$ cat config.mk
export PLATFORM = sky130hd
export DESIGN_NAME = seq_shift_add_mult
export DESIGN_NICKNAME = d
export VERILOG_FILES = /design/src/rtl/seq_shift_add_mult.sv
export SDC_FILE = /design/constraint.sdc
export NUM_CORES = 1
export LEC_CHECK = 0
export ABC_CLOCK_PERIOD_IN_PS = 4300
export CORE_ASPECT_RATIO = 0.6
export CORE_UTILIZATION = 30
export CTS_BUF_LIST = sky130_fd_sc_hd__clkbuf_8 sky130_fd_sc_hd__clkbuf_16
export DETAILED_ROUTE_END_ITERATION = 10
export SLEW_MARGIN = 20
export SYNTH_ARGS = -nofsm -noshare
export SYNTH_HDL_FRONTEND = slang
export SYNTH_SLANG_ARGS = --single-unit
$ cat constraint.sdc
create_clock -name CLK -period 4.3 [get_ports CLK]
set_clock_uncertainty 0.1 [all_clocks]
set_input_delay 0.86 -clock CLK [delete_from_list [all_inputs] [get_ports CLK]]
set_output_delay 0.86 -clock CLK [all_outputs]
set_load 0.02 [all_outputs]
$ cat src/rtl/seq_shift_add_mult.sv
// Sequential shift-and-add multiplier: one multiplier bit per clock, unsigned or
// two's-complement per operation, start/busy/done handshake, held registered product.
module seq_shift_add_mult #(
  parameter  int unsigned WA = 8,
  parameter  int unsigned WB = 4,
  localparam int unsigned WP = WA + WB
) (
  input  logic          CLK,
  input  logic          RST,
  input  logic          start,
  input  logic          signed_mode,
  input  logic [WA-1:0] a,
  input  logic [WB-1:0] b,
  output logic          busy,
  output logic          done,
  output logic [WP-1:0] product
);

  // Counter must reach WB after the last processing edge.
  localparam int unsigned CW = $clog2(WB + 1);
  localparam logic [CW-1:0] LAST = CW'(WB - 1);

  typedef enum logic {
    IDLE,
    RUN
  } state_t;

  state_t        state;
  logic [CW-1:0] counter;
  logic [WA-1:0] mag_a;
  logic [WB-1:0] mag_b;
  logic          neg;
  logic [WP-1:0] acc;

  logic [WA-1:0] mag_a_in;
  logic [WB-1:0] mag_b_in;
  logic          neg_in;
  logic [WP-1:0] addend;
  logic [WP-1:0] acc_next;
  logic [WP-1:0] result;

  // Operand magnitudes and result sign; |most-negative| fits the unsigned register.
  always_comb begin
    mag_a_in = a;
    mag_b_in = b;
    neg_in   = signed_mode & (a[WA-1] ^ b[WB-1]);
    if (signed_mode && a[WA-1]) mag_a_in = '0 - a;
    if (signed_mode && b[WB-1]) mag_b_in = '0 - b;
  end

  // Partial-product accumulation and final sign application (zero stays zero).
  always_comb begin
    addend   = '0;
    if (mag_b[0]) addend = WP'(mag_a) << counter;
    acc_next = acc + addend;
    result   = neg ? ('0 - acc_next) : acc_next;
  end

  // Control FSM with datapath registers; busy/done/product are registered outputs.
  always_ff @(posedge CLK or negedge RST) begin
    if (!RST) begin
      state   <= IDLE;
      counter <= '0;
      mag_a   <= '0;
      mag_b   <= '0;
      neg     <= 1'b0;
      acc     <= '0;
      busy    <= 1'b0;
      done    <= 1'b0;
      product <= '0;
    end else begin
      done <= 1'b0;
      case (state)
        IDLE: begin
          if (start) begin
            // Only the result sign is kept from the mode; magnitudes are unsigned.
            mag_a   <= mag_a_in;
            mag_b   <= mag_b_in;
            neg     <= neg_in;
            acc     <= '0;
            counter <= '0;
            busy    <= 1'b1;
            state   <= RUN;
          end
        end
        RUN: begin
          acc     <= acc_next;
          mag_b   <= mag_b >> 1;
          counter <= counter + CW'(1);
          if (counter == LAST) begin
            product <= result;
            done    <= 1'b1;
            busy    <= 1'b0;
            state   <= IDLE;
          end
        end
        default: state <= IDLE;
      endcase
    end
  end

endmodule
After elaboration in Yosys (flattened, before gate mapping):

Index checks and enable logic that the tools add are counted.
Widths: inputs -> output; s select.

* bits in latches: 0
* memories: 0
* output and inout bits: 14
* bits of input ports: 16
* word-level logic and storage cells: 44
* ROM bits: 0
* bits in registers: 43
* RAM bits: 0

* multipliers: 0
* bitwise logic cells: 3
* divide/modulo/power cells: 0
* equal/unequal tests: 3
* add/sub/neg operators: 5
* reductions and logical operators: 5
* order comparisons: 0
* muxes and demuxes: 18
* shift-type cells: 1

Operator list (count)
* $mux 12: 3
* $pmux 12 s2: 1
* $add 12x12->12: 1
* $shl 8x3->12: 1
* $sub 1x12->12 const A: 1
* $mux 4: 2
* $mux 8: 1
* $pmux 4 s2: 1
* $sub 1x8->8 const A: 1
* $mux 1: 6
* $pmux 3 s2: 1
* $reduce_and 2->1: 3
* $pmux 1 s2: 2
* $sub 1x4->4 const A: 1
* $add 3x1->3 const B: 1
* $eq 3x2->1 const B: 1
* $mux 3: 1
* $logic_and 1x1->1: 2
* $ne 2x1->1 const B: 1
* $ne 2x2->1 const B: 1
* $and 1x1->1: 1
* $not 1->1: 1
* $xor 1x1->1: 1

Depth between registers and ports, before layout:

Gate-level depths: netlist (run 1).

* depth after elaboration: 5
* depth in mapped cells: 15

Least setup slack after synthesis (run 1):

No wires, ideal clock.

* kind: register -> register
* start point: register counter[0]
* end point: register product[11]
* slack: 271 ps
* buffers on the path: 2
* clock period less this slack: 4029 ps
* library setup time: 69 ps
* data arrival time: 3860 ps
* required time: 4131 ps
* stages on the path, launching flop included: 15
* path through: dfrtp_1 -> clkbuf_1 -> clkbuf_1 -> mux2_2 -> mux2i_1 -> o21ai_0 -> and2_1 -> ha_1 -> a21o_1 -> a31o_1 -> or3_4 -> a211o_1 -> o41a_1 -> a2111o_1 -> nand3_1

* longest elaborated chain between the ends: 5

Ends and longest elaborated chain
* start: declaration: RTL line 29 `logic [CW-1:0] counter;`
* start signal: assignment: RTL line 89 `counter <= counter + CW'(1);`
* $shl 8x3->12: RTL line 54 `if (mag_b[0]) addend = WP'(mag_a) << counter;`
* $mux 12: RTL line 54
* $add 12x12->12: RTL line 55 `acc_next = acc + addend;`
* $sub 1x12->12: RTL line 56 `result = neg ? ('0 - acc_next) : acc_next;`
* $mux 12: RTL line 56
* end signal: assignment: RTL line 91 `product <= result;`
* end: declaration: RTL line 16 `output logic [WP-1:0] product`

Parallel ways exist; a longest one is shown, timed or not.
A chain may end at the register's enable or synchronous reset.

Worst setup path in the final report (run 1):

Same ends and word-level chain as after synthesis.

==> metrics.md, run 1 <==
| Metric | Value |
|---|---|
| Reg clk slew, reported paths | 0.06 ns |
| WHS Path Cells | 2 |
| Synthesized area per cell | 8.59 um^2 |
| Ys async rst share | 100% |
| H-tree levels | 2 |
| Resized Gates After CTS | 0 |
| First-pass DRT Iterations | 5 |
| Vias in the first global route | 2399 |
| Commonest non-fill, non-tap cell in the layout | nand2_1 |
| Placed wire-length estimate | 5.84 mm |
| Worst-path maximum fanout | 8 |
| DRC | 0 |
| Die area | 0.0102 mm^2 |
| Yosys warns | 0 |
| Global-route usage over all layers | between 10% and 20% |
| Max-capacitance violation count | 0 |
| CTS tree | built |
| Post-Syn Area | around 0.0029 mm^2 |
| Post-CTS Setup Repair Bufs | 0 |
| Reg2reg start | counter[0] |
| Status | finished, final reports clean |
| Seq cells post-synth | 43 |
| Post-synth EDFFs | 0 |
| Final number of hold-violating endpoints | 0 |
| RSZ-0062 raised after global routing | no |
| Final min period | 3.85 ns |
| Worst Path Required | between 4 and 5 ns |
| Worst Hold Class | reg -> reg |
| Input/output buffers | 29 |
| Synth Flop Type | dfrtp_1 |
| Max-Slew Margin vs Limit | between 20% and 30% |
| Die X | between 100 and 150 um |
| Hold_buf cts | 0 |
| Cells after synthesis | 343 |
| Sequential area share after synthesis | 36.5% |
| Total gr overflow | 0 |
| Worst R2R Path Depth | 12 |
| DRT iter0 DRCs | between 150 and 200 |
| Largest net degree at the start of global routing | 44 |
| Most frequent cells in the layout | 49 x nand2_1, 46 x o21ai_0, 43 x dfrtp_1 |
| Antenna cells | 0 |
| PD cells | between 700 and 800 mW/mm^2 |
| Layout cells sized above 1 | about 6.5% |
| Hold Startpoint | product[6] |
| WS Path Type | reg -> reg |
| FMAX | 0.259 GHz |
| Worst endpoint data arrival time | approximately 4 ns |
| WHS Endpoint | product[6] |
| First-pass GRT wire length | ~13 mm |
| Vias per cell | ~5.2 |
| Fin crit share | roughly nine tenths |
| CTS Buf Count | 5 |
| Worst vdd ir | 0.000333 V |
| Worst Setup Start Kind | register |
| Setup crit end kind | register |
| Final WL | approximately 7.6 mm |
| CTS Sinks | 43 |
| Final setup vio count | 0 |
| Clk buf depth | 2 |
| RR Endpoint | product[11] |
| Setup_tns | 0 ns |
| Final WS setup | ~0.45 ns |
| Pre-CTS WS | around 0.45 ns |
| Clock root buffer | clkbuf_16 |
| Placer Congestion | 0.879 |
| Cell Count, Final, Fillers Out | about 500 |
| Layout area overhead | 19.2% |
| Final Core Density | a little under two fifths |
| Rows | 27 |
| Worst-Skew Late Latency | 0.30 ns |
| Max-slew violation count | 0 |
| Core area | slightly above 0.009 mm^2 |
| Initial core utilization | between 30% and 40% |
| Die Ht | roughly 79 um |
| FF-to-FF setup slack | approximately 0.45 ns |
| Fin nets | 400 |
| Post-Place Cells | 490 |
| Worst Tran Pin Value | about 1.1 ns |
| Yosys cell types | 48 |
| Antenna violations before repair | 0 |
| Number of vias in the routed layout | approximately 2600 |
| Post-route ant nets | 0 |
| Post-Synthesis Net Count | ~380 |
| DR WL/cell | 15.2 um |
| Num ports | 30 |
| Leakage | 1.55 nW |
-- per-stage QoR --
step | power (mW) | instance area (um^2) | hold slack [ns]
4_1_cts | 2.61 | 3510 | 0.385
6_report | 2.60 | 3510 | 0.376
2_1_floorplan | 1.75 | 2950 | 0.348
3_3_place_gp | 2.18 | 3370 | 0.360
5_1_grt | 2.84 | 3510 | 0.411
3_5_place_dp | 2.22 | 3370 | 0.370
-- flip-flops by register name (all words and copies together) (netlist names) --
register  count
mag_b         4
product      12
acc          12
state         1
done          1
counter       3
mag_a         8
busy          1
neg           1
-- area by class of cell --
type                    count  area, um^2
fillers                   951        5850
multi-input cells         268        1750
flip-flops and latches     43        1080
repair buffers             34         325
well taps                 130         163
clock buffers               5         125
inverters                  15        56.3
clock inverters             3        16.3
-- worst max-delay path by stage --
| stage | start | to | cells after the start |
|---|---|---|---|
| detailed placement | counter[0] | product[11] | 12 |
| global route | counter[0] | product[8] | 13 |
| finish | counter[0] | product[11] | 12 |
| floorplan | counter[0] | product[11] | 14 |
| global placement | counter[0] | product[11] | 12 |
| CTS | counter[0] | product[10] | 13 |
-- report_power, final --
| part | switching, mW | internal (mW) |
|---|---|---|
| clock | 0.167 | 0.212 |
| combinational | 0.839 | 0.628 |
| sequential | 0.180 | 0.577 |
| total | 1.19 | 1.42 |
-- cell usage after synthesis (9+ instances only) --
library cell,number,area share [%]
a21oi_1,15,2.5
clkbuf_1,16,2.0
dfrtp_1,43,37
ha_1,16,6.8
inv_1,15,1.9
nand2_1,49,6.2
nand3_1,12,2.0
nor2_1,20,2.5
o21ai_0,46,7.8
xnor2_1,9,2.7
xor2_1,11,3.3
-- cells by family (layout without fill, tap and decap cells) --
family                     count (synthesis)  in the layout  synth area share [%]
muxes                                     14             14                  5.82
DFF                                       43             43                  36.5
adders and majority gates                 17             17                  7.48
AOI/OAI and AO/OA                        105            105                  22.5
buffers and inverters                     32             57                  4.12
and+or+nand+nor                          112            112                  17.6
xor gates and xnor gates                  20             20                  5.95
-- metal layers --
| metal | up-vias | wire [um] | GRT usage (%) | part of all wire (%) |
|---|---|---|---|---|
| li1 | 1281 | - | - | - |
| met1 | 1232 | 4100 | 25.7 | 54 |
| met2 | 70 | 2840 | 21.3 | 37 |
| met3 | 14 | 513 | 4.18 | 6.8 |
| met4 | 0 | 116 | 4.88 | 1.5 |
| met5 | - | 0 | 0 | 0 |
-- critical path: stages, from the launching register on --
cell and delay [ns]:
dfrtp_1 0.47, mux2_2 0.39, mux2i_1 0.18, o21ai_0 0.09, and2_1 0.15, ha_1 0.36
a21o_1 0.25, a31o_1 0.23, or3_4 0.38, a211o_1 0.33, o41a_1 0.39, a2111o_1 0.40
nand3_1 0.08
Note: power is estimated with default switching activity, not from simulation.
==> run 2: changes to the inputs <==
--- a/config.mk
+++ b/config.mk
@@ -6,6 +6,7 @@
 export NUM_CORES = 1
 export LEC_CHECK = 0
 export ABC_CLOCK_PERIOD_IN_PS = 4300
+export CAP_MARGIN = 20
 export CORE_ASPECT_RATIO = 0.6
 export CORE_UTILIZATION = 30
 export CTS_BUF_LIST = sky130_fd_sc_hd__clkbuf_8 sky130_fd_sc_hd__clkbuf_16
==> results of run 2 <==
The final DEF is identical to that of run 1; final timing and power are the same.
==> run 3: changes to the inputs <==
--- a/config.mk
+++ b/config.mk
@@ -8,9 +8,10 @@
 export ABC_CLOCK_PERIOD_IN_PS = 4300
 export CAP_MARGIN = 20
 export CORE_ASPECT_RATIO = 0.6
-export CORE_UTILIZATION = 30
+export CORE_UTILIZATION = 50
 export CTS_BUF_LIST = sky130_fd_sc_hd__clkbuf_8 sky130_fd_sc_hd__clkbuf_16
 export DETAILED_ROUTE_END_ITERATION = 10
+export PLACE_DENSITY = 0.74
 export SLEW_MARGIN = 20
 export SYNTH_ARGS = -nofsm -noshare
 export SYNTH_HDL_FRONTEND = slang
==> metrics.md, run 3 (synthesis results as in run 1) <==
| Metric | Value |
|---|---|
| RSZ-0062 raised after global routing | no |
| H-tree levels | 2 |
| Total gr overflow | 0 |
| Switch share | roughly 47% |
| Met3 Track Usage GR | approximately 5% |
| First-pass GRT wire length | roughly 11 mm |
| Max-capacitance violation count | 0 |
| PD cells | 723 mW/mm^2 |
| M2 GR Usage | between 30% and 40% |
| Worst Setup Start Kind | register |
| Final number of hold-violating endpoints | 0 |
| Die area | approximately 0.0062 mm^2 |
| FMAX | approximately 0.25 GHz |
| Fin crit share | around 92% |
| First-pass DRT Iterations | 4 |
| Pre-CTS WS | between 0.3 and 0.4 ns |
| Status | finished, final reports clean |
| Commonest non-fill, non-tap cell in the layout | nand2_1 |
| Comb power frac | a little under three fifths |
| Hold_buf cts | 0 |
| DRT iter0 DRCs | around 200 |
| Final setup vio count | 0 |
| Antenna cells | 0 |
| CTS Sinks | 43 |
| DRC | 0 |
| Final WS setup | 0.330 ns |
| Largest net degree at the start of global routing | between 40 and 50 |
| Fin nets | between 300 and 400 |
| CTS tree | built |
| Hold_ws | 0.382 ns |
| Final Core Density | roughly three fifths |
| Initial core utilization | 52.4% |
| Clock root buffer | clkbuf_8 |
| # fillers | 540 |
| Layout cells sized above 1 | 5.77% |
| Rows | 21 |
| Leakage | around 1.5 nW |
| CTS Buf Count | 5 |
| Power, Total | between 2 and 2.5 mW |
| Layer carrying the most global-route usage | met1 |
| Placed cell area | roughly 0.0033 mm^2 |
| Setup crit end kind | register |
| Die Ht | just over 60 um |
| Crit path cell chain | buf_4 -> nand2b_1 -> or3_1 -> o21ai_0 -> and2_1 -> ha_1 -> a21o_1 -> a31o_1 -> or3_4 -> a2111oi_0 -> o2111ai_1 -> a211o_1 -> nand3_1 |
| Biggest regs | acc (12), product (12), mag_a (8) |
| Buf/Inv on CP | 1 |
| Resized Gates After CTS | 0 |
| Final min period | slightly below 4 ns |
| Grt met1 use | a little under 40% |
| Cell Count, Final, Fillers Out | roughly 440 |
| DR WL/cell | between 15 and 20 um |
| Worst endpoint data arrival time | between 4 and 5 ns |
| Global-route usage over all layers | between 20% and 30% |
| Power share of the clock group | a little under an eighth |
| Setup_tns | 0 ns |
| Die X | approximately 100 um |
| Design area | approximately 0.0034 mm^2 |
| Worst Hold Class | reg -> reg |
| Vias per cell | ~5.7 |
| Reg clk slew, reported paths | 0.09 ns |
| Input/output buffers | 29 |
| Slowest-stage cell, CP | a2111oi_0 |
| Num ports | 30 |
| Placed wire-length estimate | ~5.3 mm |
| Worst-Skew Late Latency | ~0.31 ns |
| Number of vias in the routed layout | between 2000 and 3000 |
| Slowest cell delay on critical path | around 0.68 ns |
| Seq pwr share | a little under a third |
| Most frequent cells in the layout | 49 x nand2_1, 46 x o21ai_0, 43 x dfrtp_1 |
| Post-route ant nets | 0 |
| Vias in the first global route | ~2200 |
| Max-Slew Margin vs Limit | a little over a third |
| Worst-path maximum fanout | 11 |
| Antenna violations before repair | 0 |
| Switch Pwr | 1.14 mW |
| WS Path Type | reg -> reg |
| Worst vdd ir | about 0.00043 V |
| Worst Tran Pin Value | between 0.9 and 1 ns |
| Largest delay contributor family on the critical path | compound AO/OA/AOI/OAI gates |
| Post-Place Cells | around 440 |
| Final WL | 6.85 mm |
| Clk buf depth | 2 |
| Post-CTS Setup Repair Bufs | 0 |
| Placer Congestion | 0.917 |
| Max-slew violation count | 0 |
| Layout area overhead | 14.4% |
| Internal cell power | between 1 and 1.5 mW |
| Worst Path Required | around 4.5 ns |
| Core area | 0.00562 mm^2 |
==> run 3: cell types whose count changed in the layout (fill, tap and decap cells not counted) <==
cell / previous run / this run
buf_4: 6 / 2
clkbuf_16: 5 / 0
clkbuf_8: 0 / 5
clkinv_2: 1 / 0
clkinv_4: 0 / 1
clkinvlp_4: 1 / 0
inv_1: 16 / 15
inv_6: 0 / 2
==> run 3: tightest hold or removal path, cell delays in order, from the launching register on <==
cell and delay [ns]:
dfrtp_1 0.35, nand2_1 0.04, o21ai_0 0.06
==> run 3: area by class of cell <==
class,count,area (um^2),share of cell area (%)
tap,80,100,2.97
clock inverter,3,26.3,0.780
clock buffer,5,68.8,2.04
inverter,15,56.3,1.67
timing repair buffer,30,295,8.76
sequential,43,1080,31.9
multi-input combinational,268,1750,51.9
==> run 3: worst paths after layout <==
check                            from           to  slack, ns  cells past startpoint
setup / recovery           counter[0]  product[10]       0.33                     13
hold / removal             product[3]   product[3]       0.38                      2
setup reg to reg           counter[0]  product[10]       0.33                     13
hold reg to reg            product[3]   product[3]       0.38                      2
max in group asynchronous         RST         done       3.29                      1
min in group asynchronous         RST       acc[3]       0.43                      1
==> run 3: power by group through the flow <==
stage                     Combinational (mW)  Clock (mW)  Sequential (mW)
after floorplan                         1.02           0            0.726
after global placement                  1.35           0            0.760
after detailed placement                1.38           0            0.766
after CTS                               1.38       0.288            0.760
after global routing                    1.55       0.301            0.792
final                                   1.39       0.281            0.762
==> run 3: per-layer routing <==
layer | vias up | wire [um]
li1 | 1268 | -
met2 | 45 | 2660
met4 | 0 | 37
met1 | 1204 | 3860
met5 | - | 0
met3 | 4 | 292
